===== src/rtl/speed_window_ctrl.sv =====
// speed_window_ctrl: measurement-window sequencer for the motor speed path.
// Synchronises the raw encoder pulse, counts its rising edges over back-to-back
// gate windows of WINDOW_CYCLES clocks, latches each saturated count onto out
// and presents it with a valid/ready handshake.
//
// Optional feature: define SPEED_DEBOUNCE_EN to insert a glitch filter that
// requires DEB_CYCLES consecutive equal samples before the level changes.
//
// Ports:
//   clk        system clock
//   reset      asynchronous active-low reset
//   enable     1 = run windows continuously, 0 = abort and idle
//   pulse      raw encoder pulse, asynchronous to clk
//   out_ready  consumer accepts out when out_valid & out_ready
//   out        edge count of the last completed window (saturating)
//   out_valid  out holds an unconsumed result
//   overflow   count currently on out saturated
//   overrun    sticky: a result was replaced before it was accepted
//   busy       high while a window is being gated
module speed_window_ctrl #(
  parameter int unsigned WINDOW_CYCLES = 40_000_000,
  parameter int unsigned CNT_W         = 8,
  parameter int unsigned WIN_W         = 26,
  parameter int unsigned DEB_CYCLES    = 4000
) (
  input  logic             clk,
  input  logic             reset,
  input  logic             enable,
  input  logic             pulse,
  input  logic             out_ready,
  output logic [CNT_W-1:0] out,
  output logic             out_valid,
  output logic             overflow,
  output logic             overrun,
  output logic             busy
);

  typedef enum logic [0:0] {StIdle, StGate} state_e;

  localparam logic [CNT_W-1:0] CNT_MAX  = {CNT_W{1'b1}};
  localparam logic [WIN_W-1:0] WIN_LAST = WIN_W'(WINDOW_CYCLES - 1);

  // Pulse synchroniser and edge detect
  logic [1:0] sync_q;
  logic       lvl;
  logic       lvl_prev_q;
  logic       strobe;

  always_ff @(posedge clk or negedge reset) begin
    if (!reset) begin
      sync_q     <= 2'b00;
      lvl_prev_q <= 1'b0;
    end else begin
      sync_q     <= {sync_q[0], pulse};
      lvl_prev_q <= lvl;
    end
  end

`ifdef SPEED_DEBOUNCE_EN
  localparam int unsigned DEB_W = $clog2(DEB_CYCLES + 1);

  logic             flt_q;
  logic [DEB_W-1:0] deb_q;

  // Level flips only after DEB_CYCLES consecutive samples that disagree with it.
  always_ff @(posedge clk or negedge reset) begin
    if (!reset) begin
      flt_q <= 1'b0;
      deb_q <= '0;
    end else if (sync_q[1] == flt_q) begin
      deb_q <= '0;
    end else if (deb_q == DEB_W'(DEB_CYCLES - 1)) begin
      flt_q <= sync_q[1];
      deb_q <= '0;
    end else begin
      deb_q <= deb_q + 1'b1;
    end
  end

  assign lvl = flt_q;
`else
  logic unused_deb;
  assign unused_deb = ^DEB_CYCLES;
  assign lvl        = sync_q[1];
`endif

  assign strobe = lvl & ~lvl_prev_q;

  // Window FSM and result register
  state_e           state_q, state_d;
  logic [WIN_W-1:0] win_q, win_d;
  logic [CNT_W-1:0] cnt_q, cnt_d;
  logic [CNT_W-1:0] cnt_inc;
  logic [CNT_W-1:0] out_q, out_d;
  logic             valid_q, valid_d;
  logic             ovf_q, ovf_d;
  logic             overrun_q, overrun_d;

  always_ff @(posedge clk or negedge reset) begin
    if (!reset) begin
      state_q   <= StIdle;
      win_q     <= '0;
      cnt_q     <= '0;
      out_q     <= '0;
      valid_q   <= 1'b0;
      ovf_q     <= 1'b0;
      overrun_q <= 1'b0;
    end else begin
      state_q   <= state_d;
      win_q     <= win_d;
      cnt_q     <= cnt_d;
      out_q     <= out_d;
      valid_q   <= valid_d;
      ovf_q     <= ovf_d;
      overrun_q <= overrun_d;
    end
  end

  // Count including any strobe this cycle, held at CNT_MAX once reached
  assign cnt_inc = (strobe && (cnt_q != CNT_MAX)) ? cnt_q + 1'b1 : cnt_q;

  always_comb begin
    state_d   = state_q;
    win_d     = win_q;
    cnt_d     = cnt_q;
    out_d     = out_q;
    valid_d   = valid_q;
    ovf_d     = ovf_q;
    overrun_d = overrun_q;

    if (valid_q && out_ready) begin
      valid_d = 1'b0;
    end

    unique case (state_q)
      StIdle: begin
        win_d = '0;
        cnt_d = '0;
        if (enable) begin
          state_d = StGate;
        end
      end
      StGate: begin
        if (win_q == WIN_LAST) begin
          // A result landing in the same cycle as acceptance simply wins.
          out_d   = cnt_inc;
          ovf_d   = (cnt_inc == CNT_MAX);
          valid_d = 1'b1;
          if (valid_q && !out_ready) begin
            overrun_d = 1'b1;
          end
          win_d = '0;
          cnt_d = '0;
        end else begin
          win_d = win_q + 1'b1;
          cnt_d = cnt_inc;
        end
        if (!enable) begin
          state_d = StIdle;
        end
      end
      default: state_d = StIdle;
    endcase
  end

  assign out       = out_q;
  assign out_valid = valid_q;
  assign overflow  = ovf_q;
  assign overrun   = overrun_q;
  assign busy      = (state_q == StGate);

endmodule


===== config.mk =====
export PLATFORM = sky130hd
export DESIGN_NAME = speed_window_ctrl
export DESIGN_NICKNAME = d
export VERILOG_FILES = /design/src/rtl/speed_window_ctrl.sv
export SDC_FILE = /design/constraint.sdc
export NUM_CORES = 1
export LEC_CHECK = 0
export ABC_CLOCK_PERIOD_IN_PS = 1700
export BUFFER_PORTS_ARGS = -buffer_cell sky130_fd_sc_hd__buf_2
export CORE_MARGIN = 5
export CORE_UTILIZATION = 56
export CTS_BUF_LIST = sky130_fd_sc_hd__clkbuf_2
export CTS_CLUSTER_SIZE = 10
export DETAILED_ROUTE_END_ITERATION = 10
export GPL_TIMING_DRIVEN = 1
export PLACE_DENSITY_LB_ADDON = 0.25
export SKIP_CTS_REPAIR_TIMING = 1
export SLEW_MARGIN = 20
export SYNTH_ARGS = -nofsm -noshare
export SYNTH_HDL_FRONTEND = slang
export SYNTH_SLANG_ARGS = --single-unit

===== constraint.sdc =====
create_clock -name clk -period 1.7 [get_ports clk]
set_input_delay 0.085 -clock clk [delete_from_list [all_inputs] [get_ports clk]]
set_output_delay 0.085 -clock clk [all_outputs]
set_load 0.05 [all_outputs]

==> flow_summary.yaml, run 1 <==
status:
  status: "completed"
synthesis:
  synth_nets: 227
  synth_cells: 219
  ys_ff_latch: 49
  synth.avg_cell_area_um2: 10.34
  synth-edff-count: 0
  async_flop_share_pct: 100.0
  ys_warn_count: 0
  syn_area_um2: 2265
  synthFlopType: "dfrtp_1"
  ys_seq_area_share_pct: 54.14
  ys_types: 34
floorplan:
  dieWidth_um: 73.59
  die_y_um: 73.59
  core_area_um2: 3971
  initial_core_util_pct: 57.03
  dieArea_um2: 5415
  fp-row-count: 23
  pin_count: 17
timing:
  layout_min_cycle_time_ns: 1.657
  skew_ns: 0.01259
  holdWs_ns: 0.2655
  tns_ns: 0
  fin_ws_ns: 0.04332
  fmax_mhz: 603.6
  slew_violations: 0
  worst_pin_slew_ns: 0.5917
  hold_viol: 0
  fin_crit_sh_pct: 97.45
  finalSetupViolCount: 0
  maxSlewHeadroom_pct: 60.55
critical_path:
  worstReg2RegStart: "win_q[21]"
  reg2regPathDepth: 5
  required_ns: 2.02
  endpoint: "out[2]"
  setup.worst_path.start: "win_q[21]"
  cp.arrival_ns: 1.98
  critical_path.endpoint_type: "register"
  crit_type: "reg2reg"
  crit_fanout: 5
  start_kind: "register"
  r2r_end: "out[2]"
  r2r_slack_ns: 0.04
clock_network:
  cts_buffers: 5
  cts.path.max_buffers: 2
  htreeDepth: 2
  clockRootBuffer: "clkbuf_2"
  clock_sinks: 49
  cts.clk_slew.worst_paths_ns: 0.23
  worstSkewPairLatency_ns: 0.39
  cts_tree: "done"
route:
  vias: 1715
  antenna_left: 0
  avgRoutedWirePerCell_um: 13.60
  drc: 0
  viasPerCell: 5.277
  drtPass1Iterations: 4
  wl_um: 4420
  drtIter0Drc: 90
global_routing:
  grt_pass1_wl_um: 7403
  grt_use_met2_pct: 27.95
  met3_usage_pct: 4.104
  grt_max_degree: 50
  grtUsageMet1_pct: 24.04
  track_usage_pct: 17.63
  first_global_vias: 1629
  antenna_found_initial: 0
  grt.busiest_layer: "met2"
  grt_overflow: 0
final_layout:
  fin_util_pct: 69.79
  nets: 282
  stdcell_count: 325
  insertedDiodeCount: 0
  layout-drive-gt1-share_pct: 25.45
  syn2layout_area_growth_pct: 22.38
  fin_area_um2: 2771
placement:
  pre_cts_ws_ns: -0.02058
  numPortBuffers: 16
  gp_congestion: 0.7982
  placed_area_um2: 2565
  dp_cells: 303
  hpwl_um: 3035
power_and_ir_drop:
  total_leakage_power_nw: 1.312
  power_mw: 1.760
  vdd_drop_max_uv: 391.5
  p_per_area_nw_per_um2: 635.2
hold_path:
  hold_path_class: "in2async"
job:
  maxCapViolCount: 0
-- cells by family (layout without fill, tap and decap cells) --
logic type,count (synthesis),after routing,synth area share (%)
flip-flops,49,49,54.14
multiplexers,4,4,1.768
AO/OA/AOI/OAI,14,14,3.702
buffers and inverters,6,62,1.216
AND/OR/NAND/NOR,116,116,27.07
XOR/XNOR,27,27,10.44
adder cells (fa/ha/maj),3,3,1.658
-- synth_stat cells, types with 3 or more instances --
| library cell | instances | area, um2 |
|---|---|---|
| nand2_1 | 22 | 82.58 |
| nor2_1 | 39 | 146.4 |
| xnor2_1 | 9 | 78.83 |
| nor3_1 | 5 | 25.02 |
| nand2b_1 | 3 | 18.77 |
| nand3_1 | 17 | 85.08 |
| buf_2 | 4 | 20.02 |
| nand4_1 | 8 | 50.05 |
| nor4_1 | 3 | 18.77 |
| o21ai_1 | 7 | 35.03 |
| ha_1 | 3 | 37.54 |
| xor2_1 | 18 | 157.7 |
| and3_1 | 3 | 18.77 |
| mux2i_1 | 4 | 40.04 |
| dfrtp_1 | 49 | 1226 |
-- power breakdown --
part	leakage [nW]	internal, mW	switching, mW
logic	0.614	0.0432	0.0650
clock network	0.0292	0.114	0.345
registers	0.669	1.18	0.0118
-- cells in the final DEF, fill, tap and decap left out, types with 2 or more instances in the layout --
cell,instances
mux2i_1,4
and3_1,3
buf_2,16
and4_1,2
nand2_1,21
xnor2_1,9
nor3_1,5
nor4_4,2
nand4_1,8
nor4_2,2
nand2b_1,3
buf_4,30
dfrtp_2,2
dfrtp_1,47
inv_1,2
nand4_4,2
xor2_1,18
o21ai_1,7
nand3_1,16
dlygate4sd3_1,4
o21ai_0,2
ha_1,2
clkbuf_2,7
nor2_1,39
-- worst min-delay path by stage --
| stage | to | depth (start not counted) | slack [ns] | start |
|---|---|---|---|---|
| 6_report | lvl_prev_q | 3 | 0.27 | reset |
| 5_1_grt | busy | 2 | 0.28 | enable |
| 4_1_cts | cnt_q[3] | 2 | -0.27 | reset |
| 3_5_place_dp | sync_q[0] | 1 | 0.20 | pulse |
| 3_3_place_gp | sync_q[0] | 1 | 0.19 | pulse |
| 2_1_floorplan | busy | 0 | -0.21 | reset |
-- layout make-up --
type	count	area (um2)
sequential	49	1229
tap	50	62.56
multi-input combinational	164	1054
fill	332	1200
clock buffer	7	35.03
inverter	2	7.507
timing repair buffer	52	376.6
clock inverter	1	7.507
-- worst max-delay path, stage by stage, from the launching register on --
cell	delay, ns
dfrtp_1	0.44
nand2_1	0.11
nor4_2	0.44
nand4_4	0.22
buf_4	0.21
a21o_1	0.17
-- state kept, by name, summed over array words and instances (netlist names) --
name        flops
cnt_q           8
win_q          26
lvl_prev_q      1
overflow        1
out             8
sync_q          2
overrun         1
busy            1
out_valid       1
-- metal layers --
layer  up-vias  share of wire, %
li1        860                 -
met2        23                49
met3         2               3.1
met4         0              0.81
met5         -                 0
met1       830                47
Note: power is estimated with default switching activity, not from simulation.
==> run 2, diff against run 1 <==
BUFFER_PORTS_ARGS = default   (was -buffer_cell sky130_fd_sc_hd__buf_2)
CORE_UTILIZATION = 59   (was 56)
DONT_BUFFER_PORTS = 1   (was default)
==> run 2 against run 1 <==
Net effect:
- wire length grew 5.9%
- clock skew grew 0.0028 ns
- power grew 8.5%
- via count grew 2.8%
- clock-buffer cell count shrank 1
- sequential cell count is the same
- clock power grew 33%
- register-to-register slack lost 0.02 ns
- first-iteration DRC count grew 51%
- highest routed layer unchanged
==> flow_summary.yaml, run 2 (synthesis gave the netlist of run 1 again) <==
clock_network:
  cts.clk_slew.worst_paths_ns: 0.24
  cts_buffers: 5
  worstSkewPairLatency_ns: 0.41
  clockRootBuffer: "clkbuf_2"
  cts.path.max_buffers: 2
  cts_tree: "done"
  clock_sinks: 49
  htreeDepth: 2
status:
  status: "completed"
power_and_ir_drop:
  p_per_area_nw_per_um2: 696.3
  total_leakage_power_nw: 1.271
  power_mw: 1.910
  vdd_drop_max_uv: 499.1
route:
  drc: 0
  vias: 1763
  viasPerCell: 5.687
  wl_um: 4681
  antenna_left: 0
  avgRoutedWirePerCell_um: 15.10
  drtIter0Drc: 136
  drtPass1Iterations: 5
global_routing:
  antenna_found_initial: 0
  first_global_vias: 1681
  grt_pass1_wl_um: 7507
  grt_max_degree: 50
  track_usage_pct: 18.52
  grt_overflow: 0
critical_path:
  critPathBufInv: 1
  reg2regPathDepth: 6
  worstReg2RegStart: "win_q[19]"
  max_stage_delay_ns: 0.45
  r2r_end: "overflow"
  crit_fanout: 19
  crit_family: "simple AND/OR/NAND/NOR gates"
  crit_chain: "nor4b_1 > and3_1 > nand4_2 > buf_12 > nor2_1 > a32o_1"
  cp.arrival_ns: 2.06
  start_kind: "register"
  required_ns: 2.08
  cpMaxStageDelayCell: "dfrtp_1"
  r2r_slack_ns: 0.02
  crit_type: "reg2reg"
  critical_path.endpoint_type: "register"
timing:
  layout_min_cycle_time_ns: 1.678
  maxSlewHeadroom_pct: 67.18
  hold_viol: 0
  skew_ns: 0.01535
  slew_violations: 0
  finalSetupViolCount: 0
  tns_ns: 0
  worst_pin_slew_ns: 0.4923
  fin_ws_ns: 0.02194
  rsz0062_at_grt: "yes"
  fmax_mhz: 595.9
  fin_crit_sh_pct: 98.71
  holdWs_ns: 0.1400
floorplan:
  core_area_um2: 3689
  initial_core_util_pct: 61.40
  die_y_um: 71.96
  dieWidth_um: 71.96
  fp-row-count: 22
  pin_count: 17
  dieArea_um2: 5178
final_layout:
  largest_register: "win_q"
  insertedDiodeCount: 0
  nets: 269
  fin_util_pct: 74.36
  largest_reg_flops: 26
  final_common_cell: "dfrtp_1"
  most-common-layout-cells: "dfrtp_1, nor2_1, buf_4"
  layout-drive-gt1-share_pct: 21.37
  syn2layout_area_growth_pct: 21.10
hold_path:
  hold_path_class: "in2async"
placement:
  hpwl_um: 3112
  pre_cts_ws_ns: -0.06151
  gp_congestion: 0.8392
  numPortBuffers: 0
job:
  maxCapViolCount: 0
## run 2: area by class of cell
type                            instances  area [um2]
Sequential cell                        49        1230
Multi-Input combinational cell        164        1033
Fill cell                             269       945.9
Timing Repair Buffer                   39       347.8
Tap cell                               48       60.06
Clock inverter                          2       33.78
Clock buffer                            6       30.03
Inverter                                2       7.507
## run 2: worst max-delay path by stage
stage                     depth (start not counted)  slack, ns      start         to
after global placement                            6       0.04   win_q[0]  win_q[20]
after CTS                                         6      -0.10   win_q[0]  win_q[22]
after floorplan                                   5       0.08   cnt_q[0]   overflow
final                                             6       0.02  win_q[19]   overflow
after detailed placement                          6      -0.06   win_q[0]  win_q[20]
after global routing                              6      -0.04  win_q[13]   overflow
## run 2: worst reg2reg max path, delay by kind of cell, from the launching register on
| family | cells | cell delay [ns] |
|---|---|---|
| flops | 1 | 0.45 |
| buf+inv | 1 | 0.18 |
| compound gates | 1 | 0.17 |
| simple gates | 4 | 0.84 |
## run 2: metal layers
metal  track usage [%]  wire length (um)
met1             23.20              2035
met2             31.02              2364
met3             3.740               191
met4             8.351                89
met5                 0                 0
## run 2: per-stage QoR
step	cell area, um2	cells
after CTS	2544	291
after global routing	2743	310
after floorplan	2265	219
after global placement	2480	283
after detailed placement	2480	283
final	2743	310
## run 2: power breakdown
group | switching (mW) | internal, mW
registers | 0.0122 | 1.18
clock network | 0.358 | 0.251
logic | 0.0646 | 0.0431
total | 0.435 | 1.47
==> run 3, diff against run 2 <==
CORE_UTILIZATION = 51   (was 59)
==> run 3 against run 2 <==
Net effect:
- first-iteration DRC count shrank 33%
- largest power group unchanged
- maximum frequency grew 2.2%
- via count shrank 6.6%
- cell area decreased by 2.7%
- wire length shrank 5.1%
- register-to-register slack better by 0.04 ns
- sequential power about the same
- setup slack gained 0.037 ns
- power shrank 7.3%
- utilization fell by 13 points
- sequential cell count unchanged
- clock-buffer cell count shrank 1
==> flow_summary.yaml, run 3 (synthesis gave the netlist of run 1 again) <==
power_and_ir_drop:
  vdd_drop_max_uv: 405.3
  p_sw_mw: 0.4522
  p_per_area_nw_per_um2: 663.6
  seqPwrFrac_pct: 67.5
  switching_share_pct: 25.54
  pwr-share-clk_pct: 26.6
  power_mw: 1.771
  intPower_mw: 1.319
  combPwrFrac_pct: 5.9
  total_leakage_power_nw: 1.205
global_routing:
  grt_overflow: 0
  track_usage_pct: 15.97
  grt_max_degree: 50
  antenna_found_initial: 0
  grt_pass1_wl_um: 7569
  first_global_vias: 1552
timing:
  finalSetupViolCount: 0
  fmax_mhz: 609.2
  fin_crit_sh_pct: 96.55
  worst_pin_slew_ns: 0.5024
  slew_violations: 0
  skew_ns: 0.002727
  layout_min_cycle_time_ns: 1.641
  maxSlewHeadroom_pct: 66.51
  tns_ns: 0
  hold_viol: 0
route:
  viasPerCell: 5.432
  drc: 0
  avgRoutedWirePerCell_um: 14.65
  drtPass1Iterations: 4
  vias: 1646
  wl_um: 4440
  antenna_left: 0
  drtIter0Drc: 91
critical_path:
  endpoint: "win_q[20]"
  setup.worst_path.start: "win_q[4]"
  worstReg2RegStart: "win_q[4]"
  required_ns: 2.05
  r2r_end: "win_q[20]"
  start_kind: "register"
  critical_path.endpoint_type: "register"
  cp.arrival_ns: 1.99
  r2r_slack_ns: 0.06
  crit_type: "reg2reg"
  crit_fanout: 7
  reg2regPathDepth: 6
floorplan:
  die_y_um: 76.64
  dieWidth_um: 76.64
  fp-row-count: 24
  initial_core_util_pct: 52.37
  dieArea_um2: 5873
  pin_count: 17
  core_area_um2: 4324
final_layout:
  fin_area_um2: 2669
  layout-drive-gt1-share_pct: 19.92
  fillers: 372
  most-common-layout-cells: "dfrtp_1, nor2_1, nand2_1"
  largest_register: "win_q"
  nets: 258
  syn2layout_area_growth_pct: 17.85
  insertedDiodeCount: 0
  final_common_cell: "dfrtp_1"
  fin_util_pct: 61.72
  largest_reg_flops: 26
hold_path:
  hold_path_class: "in2async"
clock_network:
  cts_buffers: 5
  worstSkewPairLatency_ns: 0.42
  cts.clk_slew.worst_paths_ns: 0.24
  clockRootBuffer: "clkbuf_2"
  cts.path.max_buffers: 2
  htreeDepth: 2
  clock_sinks: 49
  cts_tree: "done"
status:
  status: "completed"
placement:
  gp_congestion: 0.7931
  hpwl_um: 2979
  numPortBuffers: 0
  placed_area_um2: 2470
job:
  maxCapViolCount: 0
-- run 3: cell types whose count changed in the layout (fill, tap and decap cells not counted), sizes merged --
cell / delta
clkinvlp: +1
bufinv: -1
clkbuf: -1
buf: -11
clkinv: +1
-- run 3: area by class of cell --
type                    count  area [um2]  share of cell area (%)
repair buffers             28       265.3                   9.939
clock inverters             3       17.52                  0.6564
flip-flops and latches     49        1231                   46.13
well taps                  52       65.06                   2.438
inverters                   2       7.507                  0.2813
multi-input cells         164        1057                   39.62
clock buffers               5       25.02                  0.9376
-- run 3: worst min path at each step --
stage                     depth (start not counted)  startpoint  endpoint
after floorplan                                   0       reset      busy
after global placement                            0       reset    out[3]
after detailed placement                          0       reset    out[3]
after CTS                                         0       reset    out[3]
after global routing                              2       reset    out[0]
final                                             2       reset    out[2]
-- run 3: metrics by stage --
step / hold slack (ns) / cells / setup slack [ns]
after floorplan: -0.2106 / 219 / 0.07655
after global placement: -0.2092 / 285 / -0.00001654
after detailed placement: -0.2092 / 285 / -0.04473
after CTS: -0.7240 / 293 / -0.06609
after global routing: 0.09417 / 303 / -0.01059
final: 0.1317 / 303 / 0.05860
-- run 3: routing by layer --
metal  up-vias  GRT usage [%]  share of wire, %
met4         0          6.294               1.5
met3         9          3.546               3.6
met5         -              0                 0
met1       791          21.81                49
met2        30          24.57                46
li1        816              -                 -
-- run 3: power groups by stage --
| stage | sequential [mW] | combinational, mW | clock, mW |
|---|---|---|---|
| floorplan | 1.22 | 0.0355 | 0 |
| global placement | 1.21 | 0.0658 | 0 |
| detailed placement | 1.21 | 0.0666 | 0 |
| CTS | 1.19 | 0.0670 | 0.487 |
| global route | 1.20 | 0.117 | 0.550 |
| finish | 1.19 | 0.104 | 0.472 |
-- run 3: critical path: stages (launching register included) --
cell and delay [ns]:
dfrtp_1 0.50, nand4_4 0.21, nor4_4 0.32, buf_4 0.20, nand4_1 0.12, xor2_1 0.18, nor2_2 0.05
